--- src/rtl/dtw_pkg.sv ---
// rtl/dtw_pkg.sv - shared dtw constants and sink-reader FSM encoding
package dtw_pkg;

  // Output buffer depth; the issue credit never lets more words be outstanding.
  localparam int DTW_BUF_DEPTH = 2;

  typedef enum logic [1:0] {
    ST_IDLE  = 2'd0,
    ST_RUN   = 2'd1,
    ST_FLUSH = 2'd2,
    ST_FIN   = 2'd3
  } dtw_state_e;

endpackage

--- src/rtl/dtw_skid_buf.sv ---
// rtl/dtw_skid_buf.sv - two-entry FIFO-order output buffer
module dtw_skid_buf #(
  parameter int WIDTH = 33
) (
  input  logic             clk,
  input  logic             rst,
  input  logic             push,
  input  logic [WIDTH-1:0] push_data,
  input  logic             pop,
  output logic [1:0]       count,
  output logic [WIDTH-1:0] data
);

  logic [WIDTH-1:0] mem_q [2];
  logic             rd_ptr_q;
  logic             wr_ptr_q;
  logic [1:0]       count_q;
  logic             do_pop;

  assign do_pop = pop && (count_q != 2'd0);
  assign count  = count_q;
  assign data   = mem_q[rd_ptr_q];

  // Ring of two entries; the caller's credit guarantees no push into a full buffer without a pop.
  always_ff @(posedge clk) begin
    if (rst) begin
      for (int i = 0; i < 2; i++) mem_q[i] <= '0;
      rd_ptr_q <= 1'b0;
      wr_ptr_q <= 1'b0;
      count_q  <= 2'd0;
    end else begin
      if (push) begin
        mem_q[wr_ptr_q] <= push_data;
        wr_ptr_q        <= ~wr_ptr_q;
      end
      if (do_pop) rd_ptr_q <= ~rd_ptr_q;
      count_q <= count_q + {1'b0, push} - {1'b0, do_pop};
    end
  end

endmodule

--- src/rtl/dtw_sink_reader.sv ---
// rtl/dtw_sink_reader.sv - drains dtw_core result FIFO to a stream and tracks the minimum
module dtw_sink_reader
  import dtw_pkg::*;
#(
  parameter int DWIDTH    = 32,
  parameter int BUF_DEPTH = DTW_BUF_DEPTH
) (
  input  logic              clk,
  input  logic              rst,
  input  logic              start,
  input  logic [31:0]       result_count,
  output logic              fifo_rden,
  input  logic              fifo_empty,
  input  logic [DWIDTH-1:0] fifo_data,
  output logic              m_valid,
  input  logic              m_ready,
  output logic [DWIDTH-1:0] m_data,
  output logic              m_last,
  output logic              busy,
  output logic              done,
  output logic [DWIDTH-1:0] best_score,
  output logic [31:0]       best_index
);

  dtw_state_e        state_q, state_d;
  logic [31:0]       count_q;
  logic [31:0]       issued_q;
  logic [31:0]       cap_idx_q;
  logic              inflight_q;
  logic [DWIDTH-1:0] best_score_q;
  logic [31:0]       best_index_q;

  logic [1:0]        buf_count;
  logic [DWIDTH:0]   buf_data;
  logic              buf_push;
  logic              buf_pop;
  logic [2:0]        credit;
  logic              rden_ok;
  logic              start_acc;

  assign start_acc = start && (state_q == ST_IDLE);
  assign buf_push  = inflight_q;
  assign m_valid   = (buf_count != 2'd0);
  assign m_data    = buf_data[DWIDTH-1:0];
  assign m_last    = m_valid && buf_data[DWIDTH];
  assign buf_pop   = m_valid && m_ready;

  // The word leaving this cycle frees its slot, which keeps one word per cycle flowing.
  assign credit  = {2'b00, inflight_q} + {1'b0, buf_count} - {2'b00, buf_pop};
  assign rden_ok = (state_q == ST_RUN) && !rst && !fifo_empty &&
                   (issued_q < count_q) && (credit < 3'(BUF_DEPTH));

  assign best_score = best_score_q;
  assign best_index = best_index_q;

  dtw_skid_buf #(.WIDTH(DWIDTH + 1)) u_buf (
    .clk       (clk),
    .rst       (rst),
    .push      (buf_push),
    .push_data ({cap_idx_q == count_q - 32'd1, fifo_data}),
    .pop       (buf_pop),
    .count     (buf_count),
    .data      (buf_data)
  );

  // State register.
  always_ff @(posedge clk) begin
    if (rst) state_q <= ST_IDLE;
    else     state_q <= state_d;
  end

  // Next-state logic.
  always_comb begin
    state_d = state_q;
    case (state_q)
      ST_IDLE:  if (start) state_d = (result_count == 32'd0) ? ST_FIN : ST_RUN;
      ST_RUN:   if (issued_q == count_q) state_d = ST_FLUSH;
      ST_FLUSH: if (buf_pop && m_last) state_d = ST_FIN;
      ST_FIN:   state_d = ST_IDLE;
      default:  state_d = ST_IDLE;
    endcase
  end

  // Control outputs decoded from state.
  always_comb begin
    fifo_rden = rden_ok;
    busy      = (state_q == ST_RUN) || (state_q == ST_FLUSH);
    done      = (state_q == ST_FIN);
  end

  // Word counters, in-flight read flag and minimum tracker; an in-flight word is dropped on reset.
  always_ff @(posedge clk) begin
    if (rst) begin
      count_q      <= '0;
      issued_q     <= '0;
      cap_idx_q    <= '0;
      inflight_q   <= 1'b0;
      best_score_q <= '1;
      best_index_q <= '0;
    end else begin
      inflight_q <= rden_ok;
      if (start_acc) begin
        count_q      <= result_count;
        issued_q     <= '0;
        cap_idx_q    <= '0;
        best_score_q <= '1;
        best_index_q <= '0;
      end else begin
        if (rden_ok) issued_q <= issued_q + 32'd1;
        if (buf_push) begin
          cap_idx_q <= cap_idx_q + 32'd1;
          if (fifo_data < best_score_q) begin
            best_score_q <= fifo_data;
            best_index_q <= cap_idx_q;
          end
        end
      end
    end
  end

endmodule
--- config.mk ---
export PLATFORM = sky130hd
export DESIGN_NAME = dtw_sink_reader
export DESIGN_NICKNAME = d
export VERILOG_FILES = /design/src/rtl/dtw_pkg.sv /design/src/rtl/dtw_skid_buf.sv /design/src/rtl/dtw_sink_reader.sv
export SDC_FILE = /design/constraint.sdc
export NUM_CORES = 1
export LEC_CHECK = 0
export BUFFER_PORTS_ARGS = -buffer_cell sky130_fd_sc_hd__buf_4
export CAP_MARGIN = 30
export CORE_MARGIN = 5
export CORE_UTILIZATION = 40
export DETAILED_ROUTE_END_ITERATION = 6
export HOLD_SLACK_MARGIN = 0.08
export PLACE_DENSITY = 0.57
export SETUP_SLACK_MARGIN = 0.05
export SYNTH_ARGS = -nofsm -noshare
export SYNTH_HDL_FRONTEND = slang
export SYNTH_SLANG_ARGS = --single-unit
--- constraint.sdc ---
create_clock -name clk -period 4.1 [get_ports clk]
set_input_delay 0.205 -clock clk [delete_from_list [all_inputs] [get_ports clk]]
set_output_delay 0.205 -clock clk [all_outputs]
set_load 0.03 [all_outputs]
Word-level counts from Yosys, hierarchy flattened
Memory sizes are Yosys's and may differ from the RTL's. A register that Yosys moved wholly into a read port is not among the register bits.
Cells that the tools add are included.
- memories: 1
- register bits after elaboration: 167
- RAM bits: 66
- logic and storage cells: 65
- reduce and logical (&&, ||, !) cells: 19
- muxes and demuxes: 15
- bitwise gates (word level): 2
- $add $sub $neg: 7
- equality and inequality tests: 8
- $lt $le $gt $ge: 3
- memories (name ; words ; bits a word ; rd ports ; clocked after memory_dff ; wr ports ; RTL line ; text):
    u_buf.mem_q ; 2 ; 33 ; 1 ; 1 ; 2 ; dtw_skid_buf.sv:14 ; logic [WIDTH-1:0] mem_q [2];
- operators with widths (operator ; count):
    adder 32 x 1 -> 32 bit, second input constant ; 2
    == test 32 bit ; 2
    < comparator 32 bit ; 2
    two-way mux 33 bit ; 1
    OR reduction 33 bit ; 1
    zero test 32 bit ; 1
    subtractor 32 x 1 -> 32 bit, second input constant ; 1
    logical AND 1 bit ; 9
    two-way mux 1 bit ; 9
    two-way mux 2 bit ; 4
    one-hot mux 2 bit (4 select lines) ; 1
    inequality test 2 bit, second input constant ; 3
    == test 2 bit, second input constant ; 2
    adder 1 x 2 -> 3 bit ; 1
    < comparator 3 x 2 -> 1 bit, second input constant ; 1
    AND reduction 3 bit ; 1
    subtractor 3 x 1 -> 3 bit ; 1
    adder 2 x 1 -> 2 bit ; 1
    == test 2 x 1 -> 1 bit, second input constant ; 1
    zero test 1 bit ; 2
    zero test 2 bit ; 1
    inverter 1 bit ; 2
    AND reduction 2 bit ; 1
    nonzero test 2 bit ; 1
    3 further kinds ; 3

Depth between registers and ports, before layout
Gate-level depths: netlist of the first run.
- depth in word-level cells: 5
- mapped depth: 17
- mapped depth without buffers: 16

Hierarchy
Synthesis of the first run repeated with hierarchy kept, for this count alone.
- cell total of the unflattened synthesis: 1467
- area total of the unflattened synthesis: 13294.0 um^2
- by module, submodules not included (module ; cells each ; area each (um^2) ; sequential area each (um^2) ; times used):
    dtw_sink_reader ; 1231 ; 9989.6 ; 3263.1 ; 1
    dtw_skid_buf ; 236 ; 3304.4 ; 2082.0 ; 1

Least setup slack after synthesis of the first run
Ideal clock, no wire load.
- path type: register to register
- start point: register u_buf.count_q[1] (netlist: u_buf.count[1])
- end point: register issued_q[22]
- required time: 3.972 ns
- slack: 0.318 ns
- cell stages (with the launch flop): 18
- library setup time: 0.128 ns
- path buffers: 1
- arrival: 3.654 ns
- path through: dfxtp_1 -> nor2_1 -> inv_1 -> and2_1 -> ha_1 -> inv_1 -> ha_1 -> inv_1 -> fa_1 -> nor4bb_1 -> nand3_1 -> a31oi_1 -> o31ai_1 -> a21oi_1 -> clkbuf_1 -> nand3_1 -> xor2_1 -> nor2_1
- word-level cells in the longest chain between the ends: 5
- elaborated cells between the ends (all ways): 6
- classes of those cells: add/sub (2); order compare (1); reduce/logical (3)
- RTL lines (item ; RTL line ; text):
    start, declared ; dtw_skid_buf.sv:17 ; logic [1:0] count_q;
    start signal, assigned ; dtw_skid_buf.sv:37 ; count_q <= count_q + {1'b0, push} - {1'b0, do_pop};
    nonzero test 2 bit ; dtw_sink_reader.sv:43 ; assign m_valid = (buf_count != 2'd0);
    net m_valid ; dtw_sink_reader.sv:15 ; output logic m_valid,
    logical AND 1 bit ; dtw_sink_reader.sv:46 ; assign buf_pop = m_valid && m_ready;
    subtractor 3 x 1 -> 3 bit ; dtw_sink_reader.sv:49 ; assign credit = {2'b00, inflight_q} + {1'b0, buf_count} - {2'b00, buf_pop};
    < comparator 3 x 2 -> 1 bit ; dtw_sink_reader.sv:51 ; (issued_q < count_q) && (credit < 3'(BUF_DEPTH));
    logical AND 1 bit ; dtw_sink_reader.sv:51 ;
    net fifo_rden ; dtw_sink_reader.sv:12 ; output logic fifo_rden,
    end signal, assigned ; dtw_sink_reader.sv:109 ; if (rden_ok) issued_q <= issued_q + 32'd1;
    end, declared ; dtw_sink_reader.sv:27 ; logic [31:0] issued_q;
The timed path passes the listed nets, and every way through them passes these cells.
A chain may end at the register's enable or synchronous reset.

Worst setup path after layout of the first run
- start point: register u_buf.count_q[1] (netlist: u_buf.count[1])
- end point: output fifo_rden
- word-level cells in the longest chain between the ends: 5
- elaborated cells between the ends (all ways): 6
- classes of those cells: add/sub (2); order compare (1); reduce/logical (3)
- RTL lines (item ; RTL line):
    parallel branches: the longest is 2 deep, another holds adder 1 x 2 -> 3 bit ; n/a
    subtractor 3 x 1 -> 3 bit * ; dtw_sink_reader.sv:49
    < comparator 3 x 2 -> 1 bit * ; dtw_sink_reader.sv:51
    logical AND 1 bit * ; dtw_sink_reader.sv:51
    end, declared ; dtw_sink_reader.sv:12
Mark *: on every way between the ends.

==> results of run 1 <==
cell type report:
type	instances	area, um^2	share of cell area (%)
multi-input cells	956	6213	40.50
clock buffers	37	774.5	5.048
clock inverters	13	141.4	0.9215
flip-flops and latches	234	5345	34.84
well taps	390	488.0	3.181
inverters	82	307.8	2.006
repair buffers	252	2072	13.51
flip-flops by register name, summed over array words and instances, names as in the netlist, 2 cells and up, named ones only:
signal / count
u_buf.mem_q: 66
count_q: 32
best_score: 32
u_buf.count: 2
state_q: 2
issued_q: 32
cap_idx_q: 32
best_index: 32
final timing paths:
check,cells after the start,to,from
setup / recovery,14,fifo_rden,u_buf.count[1]
hold / removal,4,register,m_ready
setup reg to reg,17,issued_q[21],u_buf.count[1]
hold reg to reg,2,best_index[26],best_index[26]
cell families after synthesis:
logic type | after synthesis | share of synthesized area (%)
flip-flops | 234 | 44.04
AO/OA/AOI/OAI | 207 | 10.67
XOR/XNOR | 96 | 6.928
adder cells (fa/ha/maj) | 74 | 7.691
multiplexers | 42 | 3.794
buffers and inverters | 159 | 5.020
AND/OR/NAND/NOR | 537 | 21.86
layer usage:
metal / up-vias / share of wire, %
met4: 0 / 1.8
met2: 224 / 49
li1: 5100 / -
met3: 41 / 4.5
met1: 4745 / 45
met5: - / 0
where the power goes:
part	switching [mW]	internal (mW)
Sequential	0.173	2.56
Clock	0.955	1.50
Combinational	1.44	0.909
Total	2.57	4.97
repair_timing:
item / CTS / global route
endpoints found under the setup margin: 0 / 0
hold buffers: 64 / 0
endpoints found under the hold margin: 129 / 0
Yosys cell counts, types with 34 or more instances:
library cell / count / area, um^2
xor2_1: 50 / 437.9
nand3_1: 72 / 360.4
nand2_1: 171 / 641.9
nor2_1: 102 / 382.9
o21ai_0: 52 / 260.3
clkbuf_1: 68 / 255.2
ha_1: 73 / 913.4
dfxtp_1: 168 / 3363
xnor2_1: 46 / 402.9
a21oi_1: 69 / 345.3
nand4_1: 36 / 225.2
inv_1: 82 / 307.8
and2_1: 70 / 437.9
edfxtp_1: 66 / 1982
o211ai_1: 34 / 255.2
worst register-to-register path: stages (launching register included):
cell and delay, ps:
dfxtp_1 340, nor2_1 140, inv_1 80, and2_1 180
ha_1 270, inv_1 60, ha_1 130, inv_1 50
fa_1 500, nor4bb_1 220, nand3_1 120, a31oi_1 160
o31ai_1 150, a2111oi_2 350, buf_4 270, nand3_1 110
xor2_1 170, nor2_1 50
==> flow_summary_export.csv, run 1 <==
group,metric,value,unit
run_status,status,"completed",
floorplan,coreArea,0.02980,mm^2
cts,cts_buffer_depth,3,
floorplan,ios,170,
routing,drtIter0Drc,600,
finish,fill_cells,2797,
floorplan,start_util,40.73,%
finish,diodes,0,
cts,clock_latency,530,ps
placement,pre_cts_slack,652.7,ps
finish,final_core_utilization,51.49,%
timing,slew-limit-headroom,33.25,%
yosys,syn_avg_cell_area,8.997,um^2
routing,totalWireLength,33.02,mm
worst_hold_path,hp-class,"in2reg",
routing,avgViaCountPerCell,5.148,
grt,grt_overflow,0,
finish,drive_gt1_share,17.60,%
placement,placed_cells,1850,
finish,layout_commonest_cell,"buf_4",
placement,hpwl,24.23,mm
critical_path,cp_common_cell,"inv_1",
critical_path,crit_path_start_kind,"register",
critical_path,critPathArrivalTime,3370,ps
critical_path,cpLargestDelayFamily,"adder cells",
finish,area_growth,26.41,%
timing,fin_hold_ws,93.40,ps
timing,hold_violations,0,
yosys,synth_edf_count,66,
power_and_ir_drop,power.leakage,6.301,nW
timing,setup_viol,0,
timing,fin_crit,3570,ps
cts,ctsResizeCount,0,
routing,vias,10110,
cts,cts_sinks,234,
grt,track_usage,19.08,%
critical_path,crit_slowest_cell,"fa_1",
cts,tritoncts,"done",
timing,skew,9.879,ps
timing,finalCritPeriodShare,87.07,%
yosys,synthesis.area,0.01214,mm^2
power_and_ir_drop,powerDensity,491.2,mW/mm^2
placement,portBuffers,169,
yosys,async_reset_ff_share,0,%
floorplan,die_w,184.2,um
routing,wl_per_cell,16.81,um
critical_path,crit_chain,"nor2_1 -> inv_1 -> and2_1 -> ha_1 -> inv_1 -> ha_1 -> inv_1 -> fa_1 -> nor4bb_1 -> nand3_1 -> a31oi_1 -> o31ai_1 -> a21oi_1 -> buf_4",
critical_path,critPathMaxStageDelay,500,ps
timing,slew_viol_final,0,
yosys,synth_fp_nets,1492,
timing,max_freq,280.1,MHz
grt,antenna_found_initial,0,
placement,place_congestion,0.8935,
critical_path,r2r_slack,640,ps
power_and_ir_drop,max-vdd-ir-drop,273.2,uV
yosys,synth_cells,1349,
grt,use_met2,33.69,%
critical_path,end_kind,"primary output",
routing,drc_errors,0,
timing,rsz0062_at_grt,"no",
timing,setup_tns,0,ps
critical_path,crit_path_max_fanout,3,
floorplan,die_height,184.2,um
routing,first_pass_iters,5,
floorplan,rows,63,
cts,cts_buffers,27,
yosys,synth_seq_area_share,44.04,%
grt,grt_pass1_wl,52.83,mm
finish,fin_cells,1964,
power_and_ir_drop,power,7.536,mW
placement,place_area,0.01379,mm^2
grt,met3_usage,2.309,%
yosys,synth_ff_type,"dfxtp_1",
finish,mostFrequentLayoutCells,"buf_4, nand2_1, dfxtp_1",
grt,grt_max_degree,65,
grt,grt.busiest_layer,"met2",
critical_path,path_buf_inv,4,
critical_path,crit_required,3890,ps
grt,met1_usage,25.29,%
cts,cts.reportedPaths.clkPinSlew,60,ps
routing,ant_nets,0,
cts,post_cts_buffers,0,
finish,nets,1696,
yosys,ys_types,62,
grt,grt_pass1_vias,9830,
cts,root_buffer,"clkbuf_16",
critical_path,crit_type,"reg2out",
yosys,yosys_warnings,0,
timing,worstMarginPinSlew,992.1,ps
job,maxCapViolations,0,
finish,final_area,0.01534,mm^2
yosys,ys_ff_latch,234,
cts,htree_levels,1,
floorplan,die-area,0.03393,mm^2
timing,setup_ws,530.0,ps
Power figures use the tool's default switching activity.
==> run 2, diff against run 1 <==
==> constraint.sdc (replaced) <==
create_clock -name clk -period 4.07 [get_ports clk]
set_input_delay 0.2035 -clock clk [delete_from_list [all_inputs] [get_ports clk]]
set_output_delay 0.2035 -clock clk [all_outputs]
set_load 0.03 [all_outputs]
==> flow_summary_export.csv, run 2 (synthesis results as in run 1) <==
group,metric,value,unit
cts,post_cts_buffers,0,
grt,grt_pass1_vias,9917,
finish,nets,1696,
run_status,status,"completed",
floorplan,start_util,40.73,%
timing,fin_hold_ws,94.78,ps
routing,drtIter0Drc,580,
critical_path,cpLargestDelayFamily,"adder cells",
critical_path,crit_end,"fifo_rden",
critical_path,critPathArrivalTime,3350,ps
finish,area_growth,26.37,%
finish,largest_register_ffs,66,
timing,worstMarginPinSlew,877.5,ps
routing,first_pass_iters,4,
floorplan,coreArea,0.02980,mm^2
grt,antenna_found_initial,0,
cts,cts_buffer_depth,3,
placement,portBuffers,169,
timing,rsz0062_at_grt,"no",
timing,slew-limit-headroom,40.68,%
critical_path,end_kind,"primary output",
finish,final_core_utilization,51.47,%
finish,drive_gt1_share,17.68,%
critical_path,cp_common_cell,"inv_1",
finish,largest-register,"u_buf.mem_q",
cts,clock_latency,530,ps
critical_path,crit_type,"reg2out",
cts,tritoncts,"done",
finish,layout_commonest_cell,"buf_4",
critical_path,critPathMaxStageDelay,500,ps
floorplan,rows,63,
power_and_ir_drop,max-vdd-ir-drop,442.0,uV
routing,drc_errors,0,
critical_path,timing.critical_path.from,"u_buf.count[1]",
grt,grt_pass1_wl,52.94,mm
timing,skew,8.064,ps
floorplan,ios,170,
timing,setup_viol,0,
timing,max_freq,281.8,MHz
timing,setup_tns,0,ps
critical_path,r2r_end,"issued_q[21]",
placement,hpwl,23.84,mm
job,maxCapViolations,0,
routing,avgViaCountPerCell,5.120,
critical_path,rr_worst_depth,17,
floorplan,die_w,184.2,um
worst_hold_path,hp-class,"in2reg",
timing,fin_crit,3549,ps
cts,htree_levels,1,
critical_path,path_depth,14,
placement,place_congestion,0.8959,
grt,track_usage,19.05,%
floorplan,die_height,184.2,um
timing,hold_violations,0,
grt,grt_overflow,0,
power_and_ir_drop,power.leakage,6.304,nW
critical_path,r2r_slack,630,ps
floorplan,die-area,0.03393,mm^2
routing,totalWireLength,32.80,mm
critical_path,crit_slowest_cell,"fa_1",
finish,mostFrequentLayoutCells,"buf_4, nand2_1, dfxtp_1",
grt,grt_max_degree,96,
cts,cts.reportedPaths.clkPinSlew,60,ps
routing,wl_per_cell,16.71,um
critical_path,timing.rr.start,"u_buf.count[1]",
critical_path,crit_required,3870,ps
critical_path,path_buf_inv,4,
cts,root_buffer,"clkbuf_16",
timing,finalCritPeriodShare,87.20,%
power_and_ir_drop,powerDensity,491.1,mW/mm^2
routing,vias,10050,
routing,ant_nets,0,
critical_path,crit_path_max_fanout,3,
cts,cts_sinks,234,
timing,slew_viol_final,0,
cts,cts_buffers,27,
critical_path,crit_chain,"nor2_1 -> inv_1 -> and2_1 -> ha_1 -> inv_1 -> ha_1 -> inv_1 -> fa_1 -> nor4bb_1 -> nand3_1 -> a31oi_1 -> o31ai_1 -> a21oi_1 -> buf_4",
critical_path,crit_path_start_kind,"register",
==> run 2: cell types whose count changed in the layout (fill, tap and decap cells not counted), sizes merged <==
cell | previous run | this run
buf | 188 | 187
bufinv | 3 | 2
clkbuf | 37 | 38
clkinv | 8 | 7
clkinvlp | 1 | 0
diode | 0 | 1
inv | 83 | 84
==> run 2: area by class of cell <==
class	count	area [um^2]
timing repair buffer	252	2090
multi-input combinational	956	6213
inverter	82	307.8
clock inverter	11	115.1
tap	390	488.0
antenna	1	2.502
clock buffer	37	775.7
fill	2800	14460
sequential	234	5345
==> run 2: power by group <==
part / leakage, nW / internal [mW] / switching [mW] / total (mW)
sequential: 2.04 / 2.58 / 0.174 / 2.75
clock: 0.445 / 1.46 / 0.952 / 2.41
combinational: 3.82 / 0.927 / 1.44 / 2.37
total: 6.30 / 4.96 / 2.57 / 7.53
==> run 2: metal layers <==
metal  up-vias  routed length (um)  track usage (%)
met5         -                   0                0
met4         0                 631            4.377
met3        43                1511            2.704
met2       184               15670            33.00
met1      4732               14990            25.30
li1       5091                   -                -
==> run 2: worst reg2reg max path, stage by stage (launching register included) <==
cell	delay [ps]
dfxtp_1	340
nor2_1	140
inv_1	70
and2_1	180
ha_1	280
inv_1	60
ha_1	120
inv_1	40
fa_1	500
nor4bb_1	210
nand3_1	110
a31oi_1	160
o31ai_1	140
a2111oi_2	350
buf_4	280
nand3_1	120
xor2_1	160
nor2_1	50
==> run 2: worst min-delay path by stage <==
stage	end	startpoint	cells past startpoint	slack, ps
2_1_floorplan	count_q[9]	result_count[9]	2	340
3_5_place_dp	best_index[16]	best_index[16]	2	450
6_report	register	m_ready	4	90
4_1_cts	u_buf.rd_ptr_q	m_ready	4	90
5_1_grt	u_buf.rd_ptr_q	m_ready	4	120
3_3_place_gp	best_index[16]	best_index[16]	2	450
==> run 2: stage by stage <==
| stage | power, mW | std cells | cell area, um^2 | worst slack (ps) |
|---|---|---|---|---|
| 2_1_floorplan | 4.360 | 1349 | 12140 | 288.5 |
| 3_3_place_gp | 5.085 | 1847 | 13760 | 696.4 |
| 3_5_place_dp | 5.110 | 1849 | 13780 | 606.5 |
| 4_1_cts | 7.593 | 1961 | 15310 | 470.0 |
| 5_1_grt | 7.961 | 1962 | 15330 | 200.1 |
| 6_report | 7.531 | 1963 | 15340 | 520.9 |
==> run 2: timing repair <==
action,4_1_cts,5_1_grt
endpoints found under the hold margin,129,0
gates resized for setup,0,0
hold buffers,64,0
